File: config.mk
export PLATFORM = sky130hd
export DESIGN_NAME = rr_mux_arbiter
export DESIGN_NICKNAME = d
export VERILOG_FILES = /design/src/rtl/rr_mux_arbiter.sv
export SDC_FILE = /design/constraint.sdc
export NUM_CORES = 1
export LEC_CHECK = 0
export ABC_AREA = 0
export ABC_CLOCK_PERIOD_IN_PS = 5600
export BUFFER_PORTS_ARGS = -buffer_cell sky130_fd_sc_hd__buf_2
export CORE_UTILIZATION = 35
export CTS_CLUSTER_DIAMETER = 150
export DETAILED_ROUTE_END_ITERATION = 10
export PLACE_DENSITY_LB_ADDON = 0.08
export SYNTH_ARGS = -nofsm -noshare
export SYNTH_HDL_FRONTEND = slang
export SYNTH_SLANG_ARGS = --single-unit
File: constraint.sdc
create_clock -name clk -period 5.6 [get_ports clk]
set_clock_uncertainty 0.1 [all_clocks]
set_input_delay 0.28 -clock clk [delete_from_list [all_inputs] [get_ports clk]]
set_output_delay 0.28 -clock clk [all_outputs]
set_load 0.01 [all_outputs]
File: src/rtl/rr_mux_arbiter.sv
// Round-robin N-to-1 channel merger: arbitrates valid/ready requesters, steers the
// winning lane through an N:1 mux and captures it in a one-entry output register.

module mux_Nx1 #(
  parameter  int N         = 8,
  parameter  int WIDTH     = 8,
  localparam int SEL_WIDTH = $clog2(N)
) (
  input  logic [SEL_WIDTH-1:0] sel_i,
  input  logic [N*WIDTH-1:0]   data_i,
  output logic [WIDTH-1:0]     data_o
);

  // Equality-gated selection so unknowns on unselected lanes never leak through.
  always_comb begin
    data_o = '0;
    for (int i = 0; i < N; i++) begin
      if (sel_i == SEL_WIDTH'(i)) data_o = data_i[i*WIDTH +: WIDTH];
    end
  end

endmodule

module rr_mux_arbiter #(
  parameter  int N         = 8,
  parameter  int WIDTH     = 8,
  localparam int SEL_WIDTH = $clog2(N)
) (
  input  logic                 clk,
  input  logic                 rst,
  input  logic [N-1:0]         in_valid,
  output logic [N-1:0]         in_ready,
  input  logic [N*WIDTH-1:0]   in_data,
  output logic                 out_valid,
  input  logic                 out_ready,
  output logic [WIDTH-1:0]     out_data,
  output logic [SEL_WIDTH-1:0] out_sel
);

  logic [SEL_WIDTH-1:0] ptr_q, ptr_d;
  logic                 out_valid_q;
  logic [WIDTH-1:0]     out_data_q;
  logic [SEL_WIDTH-1:0] out_sel_q;

  logic [SEL_WIDTH-1:0] grant;
  logic                 found;
  logic                 load;
  logic                 xfer;
  logic [WIDTH-1:0]     mux_out;

  // Circular search starting at ptr; the wrap is done explicitly so that
  // non-power-of-2 N never yields an index >= N.
  always_comb begin
    int idx;
    grant = '0;
    found = 1'b0;
    for (int k = 0; k < N; k++) begin
      idx = int'(ptr_q) + k;
      if (idx >= N) idx = idx - N;
      if (!found && in_valid[idx]) begin
        grant = SEL_WIDTH'(idx);
        found = 1'b1;
      end
    end
  end

  assign load  = !out_valid_q || out_ready;
  assign xfer  = load && found && !rst;
  assign ptr_d = (grant == SEL_WIDTH'(N-1)) ? '0 : grant + SEL_WIDTH'(1);

  for (genvar gi = 0; gi < N; gi++) begin : g_ready
    assign in_ready[gi] = xfer && (grant == SEL_WIDTH'(gi));
  end

  mux_Nx1 #(
    .N     (N),
    .WIDTH (WIDTH)
  ) u_mux (
    .sel_i  (grant),
    .data_i (in_data),
    .data_o (mux_out)
  );

  always_ff @(posedge clk) begin
    if (rst) begin
      out_valid_q <= 1'b0;
      out_data_q  <= '0;
      out_sel_q   <= '0;
      ptr_q       <= '0;
    end else if (xfer) begin
      out_valid_q <= 1'b1;
      out_data_q  <= mux_out;
      out_sel_q   <= grant;
      ptr_q       <= ptr_d;
    end else if (out_ready) begin
      out_valid_q <= 1'b0;
    end
  end

  assign out_valid = out_valid_q;
  assign out_data  = out_data_q;
  assign out_sel   = out_sel_q;

endmodule

==> impl_metrics.json <==
{
  "yosysMostFrequentCell": "a21oi_1",
  "tightest_slew_ns": 0.6044,
  "crit_top_cell": "ha_1",
  "synth_compound_area_share_pct": 33.75,
  "routed_wl_mm": 6.902,
  "crit_buf_inv": 3,
  "finalNetCount": 440,
  "tritoncts": "done",
  "die_area_um2": 6558,
  "cts-root-buf": "clkbuf_8",
  "nFillCells": 605,
  "yosysWarnings": 0,
  "synth.area.mux_share_pct": 17.94,
  "ys_top_cells_by_count": "a21oi_1, nand2_1, nor2_1, clkbuf_1, dfxtp_1",
  "die_height_um": 80.98,
  "syn-cell-area_um2": 2183,
  "yosys.cell_types.count": 58,
  "netlist_instances": 276,
  "ios": 95,
  "ir_drop_mv": 0.3365,
  "diodes": 0,
  "path_clk_slew_ns": 0.07,
  "ys_seq_area_share_pct": 13.75,
  "synth_top_family_by_area": "compound AO/OA/AOI/OAI gates",
  "clockBufferDepth": 2,
  "synth.top_cells.by_area": "dfxtp_1, mux4_2, a21oi_1, ha_1, a22oi_1",
  "grt_pass1_wl_mm": 10.85,
  "leakagePower_uw": 0.001203,
  "io_buffer_count": 94,
  "firstDrtPassIters": 4,
  "status": "finished, final reports clean",
  "yosys.area_share.simple_pct": 21.38,
  "syn-num-nets": 359,
  "maxCapViolCount": 0,
  "start_kind": "flop",
  "syn2layout_area_growth_pct": 24.64,
  "critical_path_class": "flop to output port",
  "grt_antenna_before_repair": 0,
  "clock_sinks": 15,
  "coreArea_um2": 5956,
  "worstPathArrival_ns": 4.50,
  "post-route-util_pct": 45.69,
  "yosysTopAreaCell": "dfxtp_1",
  "cp_max_fo": 19,
  "tns_ns": 0,
  "max_freq_mhz": 205.1,
  "slew_headroom_pct": 59.65,
  "cp_top_family": "adder cells",
  "synthXorXnorAreaFrac_pct": 0.8023,
  "grt_remaining_overflow": 0,
  "setup_violations": 0,
  "clock_latency_ns": 0.25,
  "hold_viol": 0,
  "postCtsResizedCells": 0,
  "required_ns": 5.22,
  "timing.final.crit_share_pct": 87.06,
  "max_stage_delay_ns": 0.67,
  "period_minus_slack_ns": 4.875,
  "post_cts_buffers": 0,
  "synth-seq-cells": 15,
  "h-tree-depth": 1,
  "floorplan.initialDensity_pct": 36.66,
  "synth_adder_area_share_pct": 4.585,
  "synthArstFlopShare_pct": 0,
  "grt_pass1_vias": 2075,
  "detail-route-antenna-nets": 0,
  "grt_start_max_net_pins": 27,
  "die_x_um": 80.98,
  "endpoint_kind": "output port",
  "grt_usage_pct": 21.09,
  "cts_buffers": 3,
  "path_cells": "inv_1 -> ha_1 -> mux4_1 -> a21oi_1 -> a2bb2oi_1 -> nor4b_1 -> a2111oi_0 -> a221o_1 -> inv_1 -> ha_1 -> ha_1 -> and2_1 -> buf_2",
  "synthFlopType": "dfxtp_1",
  "grt_setup_unrepaired": "no",
  "hpwl_mm": 5.309,
  "synth.top_cell.area_share_pct": 13.75,
  "viasPerCell": 5.675,
  "initialDrtViolationCount": 244,
  "rows": 28,
  "final_max_slew_viol_count": 0,
  "cp_slowest_cell": "mux4_1",
  "synth-edff-count": 0,
  "wl_per_cell_um": 16.01,
  "syn_area_per_cell_um2": 7.911,
  "min_path_type": "primary input to flop",
  "powerDensity_nw_per_um2": 731.2,
  "vias": 2446,
  "place.gp.congestion": 0.9129,
  "hold_buffers": 0,
  "drcViolationCount": 0,
  "drive_gt1_share_pct": 35.96
}
-- power by group --
part / internal, uW / leakage [uW] / switching (uW)
sequential: 147 / 0.000124 / 25.6
clock: 50.3 / 0.0000228 / 39.2
combinational: 721 / 0.00106 / 1010
-- logic make-up (layout without fill, tap and decap cells) --
kind of cell    after synthesis  in the layout
buf+inv                      35            115
mux                          25             25
compound gates              105            105
fa+ha+maj                     8              8
simple gates                 86             86
flops                        15             15
xor+xnor                      2              2
-- worst paths after layout --
check,from,end,slack (ns),cells after the start
min reg2reg,out_sel[2],out_sel[2],0.40,2
min,in_data[31],out_data[7],0.25,3
max reg2reg,ptr_q[0],out_data[2],0.73,16
max,ptr_q[0],in_ready[3],0.72,13
-- worst register-to-register path: stages, from the launching register on --
cell and delay, ns:
dfxtp_1 0.33, inv_1 0.06, ha_1 0.54, mux4_1 0.67
a21oi_1 0.31, a2bb2oi_1 0.18, nor4b_1 0.50, a2111oi_0 0.12
a221o_1 0.36, inv_1 0.11, ha_1 0.17, ha_1 0.54
nand2_1 0.15, a211o_1 0.29, a21oi_1 0.14, a21oi_1 0.09
o22ai_1 0.14
-- placed cells by master (no fill, tap or decap), types with 4 or more instances in the layout --
| cell type | synthesis | layout |
|---|---|---|
| buf_2 | 3 | 94 |
| a21oi_1 | 26 | 26 |
| nand2_1 | 22 | 22 |
| nor2_1 | 18 | 18 |
| dfxtp_1 | 15 | 15 |
| o21ai_0 | 14 | 14 |
| a22oi_1 | 11 | 11 |
| mux4_2 | 9 | 9 |
| inv_1 | 9 | 9 |
| mux2i_1 | 8 | 8 |
| o22ai_1 | 8 | 8 |
| and3_1 | 8 | 8 |
| ha_1 | 8 | 8 |
| buf_4 | 1 | 8 |
| mux2_2 | 6 | 6 |
| nand2b_1 | 6 | 6 |
| o21ai_1 | 6 | 6 |
| and2_1 | 6 | 6 |
| a211o_1 | 5 | 5 |
| a311oi_1 | 5 | 5 |
| nor3_1 | 4 | 4 |
| a221o_1 | 4 | 4 |
| a221oi_1 | 4 | 4 |
| o32ai_1 | 4 | 4 |
-- final cells by class --
cell class	count	area [um2]	share of cell area [%]
Inverter	9	33.78	1.241
Sequential cell	15	300.3	11.03
Tap cell	75	93.84	3.448
Timing Repair Buffer	102	530.5	19.49
Clock buffer	4	45.04	1.655
Multi-Input combinational cell	226	1718	63.13
-- state kept, by name, summed over array words and instances (netlist names) --
signal	cells
out_data	8
out_sel	3
out_valid	1
ptr_q	3
-- metal layers --
layer	vias up	GRT usage [%]	part of all wire [%]
met4	0	3.393	0.75
met3	6	2.921	7.1
met5	-	0	0
li1	1230	-	-
met2	93	27.06	40
met1	1117	35.66	52
-- through the flow --
step | setup slack (ns) | hold slack (ns) | cells | cell area [um2] | power (uW)
2_1_floorplan | 1.001 | 0.3626 | 276 | 2183 | 1481
3_3_place_gp | 0.9059 | 0.3737 | 427 | 2676 | 1878
3_5_place_dp | 0.8050 | 0.3861 | 427 | 2676 | 1879
4_1_cts | 0.7684 | 0.2417 | 431 | 2721 | 1977
5_1_grt | 0.3369 | 0.2560 | 431 | 2721 | 2194
6_report | 0.7246 | 0.2481 | 431 | 2721 | 1990
Note: power is estimated with default switching activity, not from simulation.
